`config.mk`:
```
export PLATFORM = sky130hd
export DESIGN_NAME = data_memory_reader_flat
export DESIGN_NICKNAME = d
export VERILOG_FILES = /design/src/rtl/data_memory_reader_if.sv /design/src/rtl/data_memory_reader.sv /design/src/flat_wrapper.sv
export SDC_FILE = /design/constraint.sdc
export NUM_CORES = 1
export LEC_CHECK = 0
export CAP_MARGIN = 5
export CORE_ASPECT_RATIO = 1.1
export CORE_MARGIN = 10
export CORE_UTILIZATION = 45
export DETAILED_ROUTE_END_ITERATION = 8
export MAX_ROUTING_LAYER = met4
export PLACE_DENSITY = 0.72
export SYNTH_ARGS = -nofsm -noshare
export SYNTH_HDL_FRONTEND = slang
export SYNTH_SLANG_ARGS = --single-unit
```
`constraint.sdc`:
```
create_clock -name clk -period 6.2 [get_ports clk]
set_input_delay 1.86 -clock clk [delete_from_list [all_inputs] [get_ports clk]]
set_output_delay 1.86 -clock clk [all_outputs]
set_load 0.005 [all_outputs]
```
`src/rtl/data_memory_reader_if.sv`:
```
//------------------------------------------------------------------------------
// data_memory_reader_if
//
// Purpose : bundles the command, bank-read and halfword-stream signals of the
//           data memory reader so they travel as a single port.
//
// Signals :
//   start, start_addr, length   command from the controller
//   busy, done                  transfer status
//   addr_even, addr_odd, rd_en  read side of the two byte banks
//   data_even, data_odd         bank read data, one cycle after rd_en
//   out_valid, out_ready,
//   out_data                    halfword stream
//   checksum                    running sum of accepted halfwords (optional)
//   state_dbg                   current FSM state, for observation only
//
// Modports:
//   slave  - the reader itself
//   master - the environment driving commands, banks and the sink
//------------------------------------------------------------------------------
interface data_memory_reader_if #(
   parameter int BANK_AW = 8,
   parameter int LEN_W   = 9
);
   logic               start;
   logic [BANK_AW:0]   start_addr;
   logic [LEN_W-1:0]   length;
   logic               busy;
   logic               done;
   logic [BANK_AW-1:0] addr_even;
   logic [BANK_AW-1:0] addr_odd;
   logic               rd_en;
   logic [7:0]         data_even;
   logic [7:0]         data_odd;
   logic               out_valid;
   logic               out_ready;
   logic [15:0]        out_data;
   logic [15:0]        checksum;
   logic [1:0]         state_dbg;

   modport slave (
      input  start, start_addr, length, data_even, data_odd, out_ready,
      output busy, done, addr_even, addr_odd, rd_en, out_valid, out_data,
             checksum, state_dbg
   );

   modport master (
      output start, start_addr, length, data_even, data_odd, out_ready,
      input  busy, done, addr_even, addr_odd, rd_en, out_valid, out_data,
             checksum, state_dbg
   );
endinterface

```
`src/rtl/data_memory_reader.sv`:
```
//------------------------------------------------------------------------------
// data_memory_reader
//
// Purpose : second-port read engine for the split even/odd byte-bank data
//           memory. On a start command it streams `length` halfwords starting
//           at byte address `start_addr` (any alignment) over a valid/ready
//           interface. Byte order and unaligned reassembly match the core's
//           halfword load; addresses wrap modulo 2^(BANK_AW+1).
//
// Ports   :
//   clk    - rising-edge clock
//   reset  - synchronous, active-high reset
//   bus    - data_memory_reader_if.slave (command, bank read, output stream,
//            checksum, state_dbg)
//
// Handshake: a halfword transfers on every rising edge where out_valid and
//   out_ready are both high. out_valid/out_data come from the FIFO head and
//   stay stable until accepted; out_valid never depends on out_ready.
//
// Optional: define DATA_MEMORY_READER_CHECKSUM_EN to build the 16-bit
//   wrapping checksum of accepted halfwords; otherwise checksum is tied to 0.
//------------------------------------------------------------------------------
module data_memory_reader #(
   parameter int BANK_AW    = 8,
   parameter int LEN_W      = 9,
   parameter int FIFO_DEPTH = 2
) (
   input  logic                 clk,
   input  logic                 reset,
   data_memory_reader_if.slave  bus
);

   localparam int AW1   = BANK_AW + 1;
   localparam int PTR_W = (FIFO_DEPTH > 1) ? $clog2(FIFO_DEPTH) : 1;
   localparam int CNT_W = $clog2(FIFO_DEPTH) + 1;
   localparam int OW    = CNT_W + 1;

   typedef enum logic [1:0] {
      ST_IDLE  = 2'd0,
      ST_RUN   = 2'd1,
      ST_DRAIN = 2'd2,
      ST_FIN   = 2'd3
   } state_e;

   state_e             state_q;
   logic [BANK_AW:0]   cur_q;
   logic [LEN_W-1:0]   length_q;
   logic [LEN_W-1:0]   issued_q;
   logic [LEN_W-1:0]   remaining_q;
   // pend_q marks bank data on data_even/data_odd this cycle; pend_odd_q
   // remembers the alignment of that read for byte reassembly.
   logic               pend_q;
   logic               pend_odd_q;

   logic [15:0]        fifo_q [FIFO_DEPTH];
   logic [PTR_W-1:0]   wr_ptr_q;
   logic [PTR_W-1:0]   rd_ptr_q;
   logic [CNT_W-1:0]   count_q;
   logic [CNT_W-1:0]   count_d;

   logic               pop;
   logic               push;
   logic               issue;
   logic [OW-1:0]      occ_after_pop;
   logic [15:0]        push_data;
   logic [BANK_AW-1:0] addr_base;

   assign pop  = (count_q != '0) && bus.out_ready;
   assign push = pend_q;

   // Occupancy the next read would join: buffered entries plus the read on the
   // bus, minus an entry leaving this cycle. Counting the same-cycle pop is
   // what allows one halfword per cycle with only two buffer entries.
   assign occ_after_pop = OW'(count_q) + OW'(pend_q) - OW'(pop);

   assign issue = (state_q == ST_RUN) && (issued_q != length_q) &&
                  (occ_after_pop < OW'(FIFO_DEPTH));

   assign count_d = count_q + CNT_W'(push) - CNT_W'(pop);

   // Odd start: the low byte comes from the odd bank at a>>1, the high byte
   // from the next even word (wrapping to even[0] at the top of memory).
   assign addr_base     = cur_q[BANK_AW:1];
   assign bus.addr_odd  = addr_base;
   assign bus.addr_even = cur_q[0] ? (addr_base + BANK_AW'(1)) : addr_base;
   assign bus.rd_en     = issue;

   assign push_data = pend_odd_q ? {bus.data_even, bus.data_odd}
                                 : {bus.data_odd,  bus.data_even};

   assign bus.out_valid = (count_q != '0);
   assign bus.out_data  = (count_q != '0) ? fifo_q[rd_ptr_q] : 16'h0000;
   assign bus.busy      = (state_q == ST_RUN) || (state_q == ST_DRAIN);
   assign bus.done      = (state_q == ST_FIN);
   assign bus.state_dbg = state_q;

   // FIFO storage needs no reset: entries are only visible when count_q says so.
   always_ff @(posedge clk) begin
      if (push) begin
         fifo_q[wr_ptr_q] <= push_data;
      end
   end

   always_ff @(posedge clk) begin
      if (reset) begin
         state_q     <= ST_IDLE;
         cur_q       <= '0;
         length_q    <= '0;
         issued_q    <= '0;
         remaining_q <= '0;
         pend_q      <= 1'b0;
         pend_odd_q  <= 1'b0;
         wr_ptr_q    <= '0;
         rd_ptr_q    <= '0;
         count_q     <= '0;
      end else begin
         count_q <= count_d;
         pend_q  <= issue;
         if (issue) begin
            pend_odd_q <= cur_q[0];
            cur_q      <= cur_q + AW1'(2);
            issued_q   <= issued_q + LEN_W'(1);
         end
         if (push) begin
            wr_ptr_q <= wr_ptr_q + PTR_W'(1);
         end
         if (pop) begin
            rd_ptr_q    <= rd_ptr_q + PTR_W'(1);
            remaining_q <= remaining_q - LEN_W'(1);
         end

         case (state_q)
            ST_IDLE: begin
               if (bus.start) begin
                  if (bus.length != '0) begin
                     cur_q       <= bus.start_addr;
                     length_q    <= bus.length;
                     remaining_q <= bus.length;
                     issued_q    <= '0;
                     state_q     <= ST_RUN;
                  end else begin
                     state_q <= ST_FIN;
                  end
               end
            end
            ST_RUN: begin
               if (pop && (remaining_q == LEN_W'(1))) begin
                  state_q <= ST_FIN;
               end else if (issue && (issued_q == length_q - LEN_W'(1))) begin
                  state_q <= ST_DRAIN;
               end
            end
            ST_DRAIN: begin
               if (pop && (remaining_q == LEN_W'(1))) begin
                  state_q <= ST_FIN;
               end
            end
            ST_FIN: begin
               state_q <= ST_IDLE;
            end
            default: begin
               state_q <= ST_IDLE;
            end
         endcase
      end
   end

`ifdef DATA_MEMORY_READER_CHECKSUM_EN
   logic [15:0] sum_q;

   // Clears on an accepted start (including zero length) and then holds after
   // the last handshake until the next start.
   always_ff @(posedge clk) begin
      if (reset) begin
         sum_q <= 16'h0000;
      end else if ((state_q == ST_IDLE) && bus.start) begin
         sum_q <= 16'h0000;
      end else if (pop) begin
         sum_q <= sum_q + bus.out_data;
      end
   end

   assign bus.checksum = sum_q;
`else
   assign bus.checksum = 16'h0000;
`endif

endmodule
```
`src/flat_wrapper.sv`:
```
// flat-port wrapper written by rule: the top's interface ports become plain ports
module data_memory_reader_flat 
#(
   parameter int BANK_AW    = 8,
   parameter int LEN_W      = 9,
   parameter int FIFO_DEPTH = 2
)
  (clk, reset, bus_start, bus_start_addr, bus_length, bus_data_even, bus_data_odd, bus_out_ready, bus_busy, bus_done, bus_addr_even, bus_addr_odd, bus_rd_en, bus_out_valid, bus_out_data, bus_checksum, bus_state_dbg);
  data_memory_reader_if #(.BANK_AW(BANK_AW), .LEN_W(LEN_W)) bus_i ();
  input  logic clk;
  input  logic reset;
  input wire logic [$bits(bus_i.start)-1:0] bus_start;
  input wire logic [$bits(bus_i.start_addr)-1:0] bus_start_addr;
  input wire logic [$bits(bus_i.length)-1:0] bus_length;
  input wire logic [$bits(bus_i.data_even)-1:0] bus_data_even;
  input wire logic [$bits(bus_i.data_odd)-1:0] bus_data_odd;
  input wire logic [$bits(bus_i.out_ready)-1:0] bus_out_ready;
  output wire logic [$bits(bus_i.busy)-1:0] bus_busy;
  output wire logic [$bits(bus_i.done)-1:0] bus_done;
  output wire logic [$bits(bus_i.addr_even)-1:0] bus_addr_even;
  output wire logic [$bits(bus_i.addr_odd)-1:0] bus_addr_odd;
  output wire logic [$bits(bus_i.rd_en)-1:0] bus_rd_en;
  output wire logic [$bits(bus_i.out_valid)-1:0] bus_out_valid;
  output wire logic [$bits(bus_i.out_data)-1:0] bus_out_data;
  output wire logic [$bits(bus_i.checksum)-1:0] bus_checksum;
  output wire logic [$bits(bus_i.state_dbg)-1:0] bus_state_dbg;
  assign bus_i.start = bus_start;
  assign bus_i.start_addr = bus_start_addr;
  assign bus_i.length = bus_length;
  assign bus_i.data_even = bus_data_even;
  assign bus_i.data_odd = bus_data_odd;
  assign bus_i.out_ready = bus_out_ready;
  assign bus_busy = bus_i.busy;
  assign bus_done = bus_i.done;
  assign bus_addr_even = bus_i.addr_even;
  assign bus_addr_odd = bus_i.addr_odd;
  assign bus_rd_en = bus_i.rd_en;
  assign bus_out_valid = bus_i.out_valid;
  assign bus_out_data = bus_i.out_data;
  assign bus_checksum = bus_i.checksum;
  assign bus_state_dbg = bus_i.state_dbg;
  data_memory_reader #(.BANK_AW(BANK_AW), .LEN_W(LEN_W), .FIFO_DEPTH(FIFO_DEPTH)) u_core (.clk(clk), .reset(reset), .bus(bus_i));
endmodule
```
==> results of run 1 <==
## cell type report
cell class	instances	area, sq um	share of cell area (%)
repair buffers	82	798.3	15.63
flip-flops and latches	77	1862	36.46
clock inverters	7	96.34	1.887
inverters	14	52.55	1.029
multi-input cells	298	2031	39.77
well taps	114	142.6	2.793
clock buffers	9	123.9	2.426
## cell usage after synthesis (all sizes together)
cell type	number	area, sq um
inv	14	52.55
nor2	57	214.0
conb	1	3.750
nor3	5	25.02
and3	8	50.05
o211ai	1	7.510
or2	1	6.260
nor2b	6	40.04
mux2i	19	190.2
nand4b	1	8.760
nor3b	2	15.01
nor4	5	31.28
o31a	1	8.760
ha	12	150.1
buf	33	221.5
a311oi	2	17.52
nand4	8	50.05
nor4b	1	8.760
and2	3	18.77
mux2	18	202.7
dfxtp	45	900.9
a31oi	1	6.260
o221ai	1	8.760
fa	1	20.02
a21oi	11	55.05
nand2b	3	18.77
or3b	1	8.760
edfxtp	32	960.9
nand3	4	20.02
nand3b	1	7.510
o21ai	7	35.03
a211oi	13	97.59
a211o	1	10.01
xor2	19	166.4
clkbuf	11	41.29
xnor2	24	210.2
a221oi	1	15.01
or4	1	7.510
o2111ai	1	8.760
or3	2	17.52
o31ai	1	7.510
o22ai	1	6.260
a2111oi	2	55.05
nand2	36	135.1
## repair_timing
| item | 4_1_cts | 5_1_grt |
|---|---|---|
| hold buffers | 0 | 0 |
| buffers inserted | 0 | 0 |
| endpoints found under the setup margin | 1 | 1 |
| pin swaps | 0 | 1 |
| gates resized for setup | 2 | 3 |
## registers in the layout (all words and copies together), names as in the netlist, named ones only
name,cells
u_core.issued_q,9
u_core.wr_ptr_q,1
u_core.pend_q,1
u_core.remaining_q,9
u_core.bus.state_dbg,2
u_core.length_q,9
u_core.cur_q,9
u_core.pend_odd_q,1
u_core.fifo_q,32
u_core.rd_ptr_q,1
u_core.count_q,2
## path summary, 6_finish.rpt
| path | to | slack (ps) | start | cells past startpoint |
|---|---|---|---|---|
| setup / recovery | bus_rd_en | 170 | bus_out_ready | 12 |
| setup reg to reg | u_core.cur_q[8]$_SDFF_PP0_ | 3140 | u_core.count_q[1]$_SDFF_PP0_ | 14 |
| hold reg to reg | u_core.length_q[4]$_SDFFE_PP0P_ | 490 | u_core.length_q[4]$_SDFFE_PP0P_ | 2 |
| hold / removal | u_core.length_q[4]$_SDFFE_PP0P_ | 490 | u_core.length_q[4]$_SDFFE_PP0P_ | 2 |
## metal layers
metal,track usage [%],up-vias,part of all wire (%)
li1,-,1525,-
met5,-,-,0
met1,16.35,1464,44
met3,4.500,11,6.0
met2,23.61,100,49
met4,4.823,0,1.4
## through the flow
stage               cells  TNS, ps  power (mW)
global route          601        0       2.067
finish                601        0       1.929
CTS                   601        0       1.947
global placement      585   -276.7       1.497
detailed placement    585   -263.6       1.520
floorplan             433        0       1.192
## kinds of logic after synthesis
kind of cell / after synthesis / share of synthesized area [%]
and+or+nand+nor: 145 / 16.49
DFF: 77 / 44.94
buffers and inverters: 58 / 7.611
AOI/OAI and AO/OA: 44 / 8.185
xor gates and xnor gates: 43 / 9.091
muxes: 37 / 9.483
adders and majority gates: 13 / 4.107
other: 1 / 0.09052
## cell usage in the layout, fill, tap and decap left out, types with 2 or more instances in the layout
cell and count:
sky130_fd_sc_hd__nor3_1 5, sky130_fd_sc_hd__ha_1 12, sky130_fd_sc_hd__nand2_1 36, sky130_fd_sc_hd__mux2_2 18
sky130_fd_sc_hd__and3_1 8, sky130_fd_sc_hd__and2_1 3, sky130_fd_sc_hd__nand4_1 8, sky130_fd_sc_hd__clkbuf_8 9
sky130_fd_sc_hd__nor2b_1 5, sky130_fd_sc_hd__dfxtp_1 45, sky130_fd_sc_hd__nor4_1 5, sky130_fd_sc_hd__a2111oi_4 2
sky130_fd_sc_hd__o21ai_0 6, sky130_fd_sc_hd__inv_1 14, sky130_fd_sc_hd__conb_1 16, sky130_fd_sc_hd__xor2_1 19
sky130_fd_sc_hd__bufinv_16 2, sky130_fd_sc_hd__nand2b_1 3, sky130_fd_sc_hd__clkdlybuf4s50_1 74, sky130_fd_sc_hd__mux2i_1 19
sky130_fd_sc_hd__inv_6 2, sky130_fd_sc_hd__a311oi_1 2, sky130_fd_sc_hd__a21oi_1 11, sky130_fd_sc_hd__a211oi_1 13
sky130_fd_sc_hd__edfxtp_1 32, sky130_fd_sc_hd__nand3_1 4, sky130_fd_sc_hd__xnor2_1 24, sky130_fd_sc_hd__nor2_1 57
sky130_fd_sc_hd__clkinvlp_4 2, sky130_fd_sc_hd__buf_4 7
## worst register-to-register path, cell delays in order, from the launching register on
cell and delay (ps):
sky130_fd_sc_hd__dfxtp_1 350, sky130_fd_sc_hd__o21ai_2 160, sky130_fd_sc_hd__inv_1 90, sky130_fd_sc_hd__ha_1 290
sky130_fd_sc_hd__inv_1 40, sky130_fd_sc_hd__ha_1 190, sky130_fd_sc_hd__fa_1 380, sky130_fd_sc_hd__xnor2_1 150
sky130_fd_sc_hd__nor3b_2 220, sky130_fd_sc_hd__buf_4 140, sky130_fd_sc_hd__o31a_1 170, sky130_fd_sc_hd__buf_4 280
sky130_fd_sc_hd__nand4_1 160, sky130_fd_sc_hd__xor2_1 160, sky130_fd_sc_hd__a211oi_1 210
## where the power goes
group	internal, mW	switching [mW]
Clock	0.228	0.194
Sequential	0.621	0.101
Combinational	0.417	0.368
Total	1.27	0.663
==> parameters.txt, run 1 <==
Parameter                              Value

Worst setup path
  Number of buffer and inverter stages on the critical path    5
  Slowest stage delay, CP    430 ps
  Required time of the worst setup path    4340 ps
  Slowest CP cell    sky130_fd_sc_hd__clkdlybuf4s50_1
  Peak fanout along the critical path    2
  Type of the worst setup path    input port to output port
  Startpoint Class    input port
  Critical Path, Cell by Cell    clkdlybuf4s50_1 -> o21ai_2 -> inv_1 -> ha_1 -> inv_1 -> ha_1 -> fa_1 -> xnor2_1 -> nor3b_2 -> buf_4 -> o31a_1 -> clkbuf_2
  Arr. time, crit path    4170 ps
  Sort of element at the end of the critical path    output port
  Cell family with most CP delay    adder cells

Cells and area
  Post-layout util    57.25%
  Count of antenna diodes in the layout    0
  Number of nets in the layout    533
  Finished layout cell area    5106 sq um
  Synth-to-layout area growth    23.26%
  Total of fill cells in the finished design    808
  Fraction of layout instances using a drive strength above 1    10.47%

Synth
  Per-instance average area after synthesis    around 10 sq um
  Number of different library cells in the post-synthesis netlist    about 50
  Number of synthesis warnings    0
  Post-synthesis cell area    4143 sq um
  Post-synthesis sequential area ratio    44.94%
  Flip-flop and latch count after synthesis    77
  Instance count of the mapped netlist    418

STA
  Final-report max-slew violation count    0
  Setup clock skew after layout    12.62 ps
  Number of endpoints with negative hold slack in the final report    0
  Post-route worst setup slack    167.4 ps
  Tcrit/Tclk final    a little over nine tenths
  RSZ-0062 raised after global routing    false
  Fin Hold WS    490.0 ps
  Fmax    165.8 MHz
  Final min period    6033 ps
  Number of endpoints failing setup at the final stage    0
  Actual slew at the worst max-slew pin    1124 ps
  Relative slew slack    24.77%

CTS
  Clock Sinks    77
  Total CTS buffers    9
  Buffers from clock root to sink, at most    2
  CTS HTree Levels    3
  Clock latency on the worst-skew pair    370 ps
  Clock tree from TritonCTS    built
  Clock transition at the registers of the reported paths    80 ps
  CTS root buffer    sky130_fd_sc_hd__clkbuf_8

Placed design
  Detail Placement HPWL    6973 um
  Pre-CTS setup slack    -263.6 ps
  Final GP Congestion    0.7638
  Port bufs    75
  Placed cell area    4882 sq um

Global routing
  Total GRT Usage    14.38%
  GRT Residual Overflow    0
  First-pass GRT wire length    between 15000 and 20000 um
  Maximum number of pins on one net before global-route repair    40
  Number of global-route vias before repair    3187
  Antenna violations before repair    0

Pwr
  Power per unit of standard cell area    377.8 nW/um^2
  Worst IR Drop VDD    200.0 uV
  Leakage power total    1.814 nW

Die
  Height of the chip    120.6 um
  Full die area    13450 sq um
  Core footprint    8919 sq um
  Width of the die    111.5 um
  Count of standard-cell rows    36
  Starting density of the core    46.45%
  I/O pin count    ~90

Routing
  Final routed wire length divided by cell count    15.60 um
  Vias per inst    5.158
  Count of unresolved DRC violations after routing    0
  Total via count after detailed routing    3100
  TritonRoute pass-1 iters    5
  DRC marker count from the first detailed-route iteration    167
  Post-route ant nets    0
  Wirelength, routed    around 9400 um

Job
  Max-cap viol count    0

Run status
  Run status    complete, no violations

Hold path
  Classification of the worst-slack hold path    flop to flop
(Power assumes the default switching activity.)
==> run 2, diff against run 1 <==
--- a/config.mk
+++ b/config.mk
@@ -6,12 +6,14 @@
 export NUM_CORES = 1
 export LEC_CHECK = 0
 export CAP_MARGIN = 5
+export CELL_PAD_IN_SITES_DETAIL_PLACEMENT = 1
+export CELL_PAD_IN_SITES_GLOBAL_PLACEMENT = 2
 export CORE_ASPECT_RATIO = 1.1
 export CORE_MARGIN = 10
-export CORE_UTILIZATION = 45
+export CORE_UTILIZATION = 31
 export DETAILED_ROUTE_END_ITERATION = 8
 export MAX_ROUTING_LAYER = met4
-export PLACE_DENSITY = 0.72
+export PLACE_DENSITY_LB_ADDON = 0.1
 export SYNTH_ARGS = -nofsm -noshare
 export SYNTH_HDL_FRONTEND = slang
 export SYNTH_SLANG_ARGS = --single-unit
==> parameters.txt, run 2 (synthesis results as in run 1) <==
Parameter                              Value

Run status
  Run status    complete, no violations

Global routing
  Global-route track usage on met1    13.41%
  Most Used Layer, Global Route    met2
  Antenna violations before repair    0
  First-pass GRT wire length    16590 um
  Maximum number of pins on one net before global-route repair    38
  Number of global-route vias before repair    3255
  Total GRT Usage    11.55%
  Met2 global-route usage    between 10% and 20%
  Global routing met3 resource utilization    1.988%
  GRT Residual Overflow    0

Job
  Max-cap viol count    0

STA
  Relative slew slack    18.36%
  Fmax    168.9 MHz
  Final-report max-slew violation count    0
  Final min period    5922 ps
  RSZ-0062 raised after global routing    false
  Actual slew at the worst max-slew pin    1220 ps
  Fin Hold WS    499.8 ps
  Setup clock skew after layout    between 7 and 8 ps
  Number of endpoints with negative hold slack in the final report    0
  Number of endpoints failing setup at the final stage    0
  Tcrit/Tclk final    95.52%
  Post-route worst setup slack    around 280 ps

Worst setup path
  Startpoint Class    input port
  Arr. time, crit path    ~4100 ps
  Worst reg-to-reg path cell count    14
  Peak fanout along the critical path    2
  Sort of element at the end of the critical path    output port
  Required time of the worst setup path    4340 ps
  Type of the worst setup path    input port to output port

Cells and area
  Register name with the most flops    u_core.fifo_q
  Count of antenna diodes in the layout    0
  Total of fill cells in the finished design    1510
  Number of nets in the layout    533
  Area of the multi-input gates    2026 sq um
  Area used by sequential logic in the layout    approximately 1900 sq um
  Post-layout util    40.00%
  Most common library cell in the layout ignoring fill and taps    sky130_fd_sc_hd__clkdlybuf4s50_1
  Most frequent cells in the layout    74 x sky130_fd_sc_hd__clkdlybuf4s50_1, 57 x sky130_fd_sc_hd__nor2_1, 45 x sky130_fd_sc_hd__dfxtp_1
  Fraction of layout instances using a drive strength above 1    10.27%
  Synth-to-layout area growth    27.03%
  Number of flip-flops under the largest register name    32

Routing
  Total via count after detailed routing    3086
  Count of unresolved DRC violations after routing    0
  Post-route ant nets    0
  Final routed wire length divided by cell count    approximately 16 um
  Wirelength, routed    10330 um
  TritonRoute pass-1 iters    4
  Vias per inst    4.762
  DRC marker count from the first detailed-route iteration    69

Placed design
  Final GP Congestion    0.7738
  Detail Placement HPWL    7830 um
  Pre-CTS setup slack    -216.8 ps
  Port bufs    75

Hold path
  Classification of the worst-slack hold path    flop to flop
  Worst hold path stage count    2

CTS
  Buffers from clock root to sink, at most    2
  Setup Fix Bufs, Post-CTS    0
  CTS root buffer    sky130_fd_sc_hd__clkbuf_16
  Clock Sinks    77
  Clock transition at the registers of the reported paths    60 ps
  CTS HTree Levels    3
  Total CTS buffers    9
  Clock tree from TritonCTS    built
  Clock latency on the worst-skew pair    about 330 ps

Die
  Core footprint    13160 sq um
  Width of the die    around 130 um
  Count of standard-cell rows    44
  Starting density of the core    31.49%
  I/O pin count    92
  Height of the chip    around 140 um
  Full die area    18390 sq um

Pwr
  Leakage power total    about 1.9 nW
  Power per unit of standard cell area    394.2 nW/um^2
  Worst IR Drop VDD    158.0 uV
==> run 2: layout make-up <==
cell class | count | share of cell area (%)
multi-input combinational | 298 | 38.49
sequential | 77 | 35.38
timing repair buffer | 82 | 15.17
clock buffer | 10 | 4.351
tap | 161 | 3.828
clock inverter | 6 | 1.783
inverter | 14 | 0.9986
==> run 2: metrics by stage <==
step / cells / power (mW) / instance area, sq um / TNS (ps)
floorplan: 433 / 1.192 / 4199 / 0
detailed placement: 632 / 1.542 / 4941 / -216.8
finish: 648 / 2.075 / 5263 / 0
global placement: 632 / 1.532 / 4941 / -171.2
CTS: 648 / 2.120 / 5263 / 0
global route: 648 / 2.224 / 5263 / 0
==> run 2: path summary, 6_finish.rpt <==
kind	start	endpoint	slack, ps
worst max-delay path	bus_out_ready	bus_rd_en	280
worst min-delay path	u_core.length_q[4]$_SDFFE_PP0P_	u_core.length_q[4]$_SDFFE_PP0P_	500
worst max register to register	u_core.count_q[1]$_SDFF_PP0_	u_core.cur_q[8]$_SDFF_PP0_	3150
worst min register to register	u_core.length_q[4]$_SDFFE_PP0P_	u_core.length_q[4]$_SDFFE_PP0P_	500
==> run 2: critical path: stages <==
cell,delay [ps]
sky130_fd_sc_hd__clkdlybuf4s50_1,420
sky130_fd_sc_hd__o21ai_2,70
sky130_fd_sc_hd__inv_1,70
sky130_fd_sc_hd__ha_1,270
sky130_fd_sc_hd__inv_1,40
sky130_fd_sc_hd__ha_1,190
sky130_fd_sc_hd__fa_1,370
sky130_fd_sc_hd__xnor2_1,130
sky130_fd_sc_hd__nor3b_1,180
sky130_fd_sc_hd__buf_4,150
sky130_fd_sc_hd__o31a_1,170
sky130_fd_sc_hd__clkbuf_2,140
==> run 2: per-layer routing <==
layer / vias up / wire length [um] / share of wire, %
li1: 1536 / - / -
met1: 1472 / 4750 / 46
met2: 66 / 5062 / 49
met3: 12 / 364 / 3.5
met4: 0 / 156 / 1.5
met5: - / 0 / 0
==> run 2: what timing repair did <==
action	in CTS	in global routing
hold buffers	0	0
resized for setup	1	3
setup endpoints to repair	1	1
==> run 2: where the power goes <==
group | switching (mW) | leakage [nW] | internal (mW)
registers | 0.100 | 0.658 | 0.622
logic | 0.371 | 1.05 | 0.414
clock network | 0.211 | 0.154 | 0.356
==> run 3, diff against run 2 <==
--- a/config.mk
+++ b/config.mk
@@ -12,8 +12,10 @@
 export CORE_MARGIN = 10
 export CORE_UTILIZATION = 31
 export DETAILED_ROUTE_END_ITERATION = 8
+export HOLD_SLACK_MARGIN = 0.05
 export MAX_ROUTING_LAYER = met4
 export PLACE_DENSITY_LB_ADDON = 0.1
+export SKIP_CTS_REPAIR_TIMING = 1
 export SYNTH_ARGS = -nofsm -noshare
 export SYNTH_HDL_FRONTEND = slang
 export SYNTH_SLANG_ARGS = --single-unit
==> parameters.txt, run 3 (synthesis results as in run 1) <==
Parameter                              Value

Routing
  Wirelength, routed    slightly above 10000 um
  Final routed wire length divided by cell count    approximately 16 um
  Highest metal layer with signal wires    met4
  Met3 Wirelength    370 um
  Post-route ant nets    0
  DRC marker count from the first detailed-route iteration    69
  Vias per inst    4.761
  Total via count after detailed routing    3085
  Count of unresolved DRC violations after routing    0
  Wl on met1    4759 um
  TritonRoute pass-1 iters    6
  Met2 WL post-DR    ~5100 um

Die
  Starting density of the core    31.49%
  Width of the die    roughly 130 um
  Height of the chip    approximately 140 um
  Full die area    18390 sq um
  I/O pin count    92
  Core footprint    13160 sq um
  Count of standard-cell rows    44

STA
  Tcrit/Tclk final    just under 100%
  Relative slew slack    16.90%
  Setup clock skew after layout    7.175 ps
  Fin Hold WS    499.8 ps
  Final min period    5957 ps
  Number of endpoints failing setup at the final stage    0
  Final-report max-slew violation count    0
  RSZ-0062 raised after global routing    false
  Number of endpoints with negative hold slack in the final report    0
  Actual slew at the worst max-slew pin    about 1200 ps
  Setup_tns    0 ps
  Post-route worst setup slack    243.2 ps
  Fmax    ~170 MHz

Global routing
  Total GRT Usage    a little under an eighth
  GRT Residual Overflow    0
  Number of global-route vias before repair    3255
  Maximum number of pins on one net before global-route repair    38
  First-pass GRT wire length    16590 um
  Antenna violations before repair    0

Placed design
  Final GP Congestion    0.7738
  Detail Placement HPWL    around 8000 um
  Placed cell area    4941 sq um
  Port bufs    75
  Cells after DPL    approximately 630
  Pre-CTS setup slack    -216.8 ps

Worst setup path
  Arr. time, crit path    4100 ps
  Slowest stage delay, CP    400 ps
  Critical Path, Cell by Cell    clkdlybuf4s50_1 -> o21ai_1 -> inv_1 -> ha_1 -> inv_1 -> ha_1 -> fa_1 -> xnor2_1 -> nor3b_1 -> buf_4 -> o31a_1 -> dlymetal6s2s_1
  Slowest CP cell    sky130_fd_sc_hd__clkdlybuf4s50_1
  Type of the worst setup path    input port to output port
  Peak fanout along the critical path    2
  Sort of element at the end of the critical path    output port
  Required time of the worst setup path    4340 ps
  Startpoint Class    input port

CTS
  Clock transition at the registers of the reported paths    60 ps
  Clock tree from TritonCTS    built
  Total CTS buffers    9
  Buffers from clock root to sink, at most    2
  CTS HTree Levels    3
  Clock Sinks    77
  CTS root buffer    sky130_fd_sc_hd__clkbuf_16
  Clock latency on the worst-skew pair    330 ps

Job
  Max-cap viol count    0

Cells and area
  Synth-to-layout area growth    27.12%
  Finished layout cell area    between 5000 and 6000 sq um
  Register name with the most flops    u_core.fifo_q
  Most frequent cells in the layout    74 x sky130_fd_sc_hd__clkdlybuf4s50_1, 57 x sky130_fd_sc_hd__nor2_1, 45 x sky130_fd_sc_hd__dfxtp_1
  Number of nets in the layout    533
  Number of flip-flops under the largest register name    32
  Fraction of layout instances using a drive strength above 1    9.856%
  Total of fill cells in the finished design    1507
  Count of antenna diodes in the layout    0
  Most common library cell in the layout ignoring fill and taps    sky130_fd_sc_hd__clkdlybuf4s50_1
  Non-filler cells, final    around 650
  Post-layout util    40.02%

Pwr
  Total power draw    2.077 mW
  Power per unit of standard cell area    394.3 nW/um^2
  Leakage power total    1.876 nW
  Worst IR Drop VDD    158.2 uV

Run status
  Run status    complete, no violations

Hold path
  Classification of the worst-slack hold path    flop to flop
-- run 3: cell types whose count changed in the layout (fill, tap and decap cells not counted) --
cell,previous run,this run
sky130_fd_sc_hd__clkbuf_2,1,0
sky130_fd_sc_hd__dlymetal6s2s_1,0,1
sky130_fd_sc_hd__o21ai_1,0,1
sky130_fd_sc_hd__o21ai_2,1,0
-- run 3: path summary, 6_finish.rpt --
| path | from | endpoint | slack [ps] | cells after the start |
|---|---|---|---|---|
| setup reg to reg | u_core.count_q[1]$_SDFF_PP0_ | u_core.cur_q[8]$_SDFF_PP0_ | 3140 | 14 |
| hold / removal | u_core.length_q[4]$_SDFFE_PP0P_ | u_core.length_q[4]$_SDFFE_PP0P_ | 500 | 2 |
| hold reg to reg | u_core.length_q[4]$_SDFFE_PP0P_ | u_core.length_q[4]$_SDFFE_PP0P_ | 500 | 2 |
| setup / recovery | bus_out_ready | bus_rd_en | 240 | 12 |
-- run 3: critical path: cells and delay by family --
family | cells | cell delay, ps
buffers and inverters | 5 | 820
XOR/XNOR | 1 | 130
AND/OR/NAND/NOR | 1 | 180
AO/OA/AOI/OAI | 2 | 270
adder cells (fa/ha/maj) | 3 | 830
-- run 3: area by class of cell --
| class | count | area, sq um | share of cell area [%] |
|---|---|---|---|
| Clock buffer | 10 | 229.0 | 4.348 |
| Clock inverter | 6 | 93.84 | 1.782 |
| Inverter | 14 | 52.55 | 0.9979 |
| Multi-Input combinational cell | 298 | 2022 | 38.39 |
| Sequential cell | 77 | 1862 | 35.35 |
| Tap cell | 161 | 201.4 | 3.825 |
| Timing Repair Buffer | 82 | 805.8 | 15.30 |
-- run 3: report_power, final --
group,switching [mW],internal [mW]
combinational,0.372,0.416
clock,0.211,0.356
sequential,0.0990,0.622
total,0.683,1.39
-- run 3: per-layer routing --
metal | up-vias | global-route usage, %
met5 | - | -
met4 | 0 | 4.443
li1 | 1536 | -
met2 | 68 | 19.38
met1 | 1469 | 13.41
met3 | 12 | 1.988
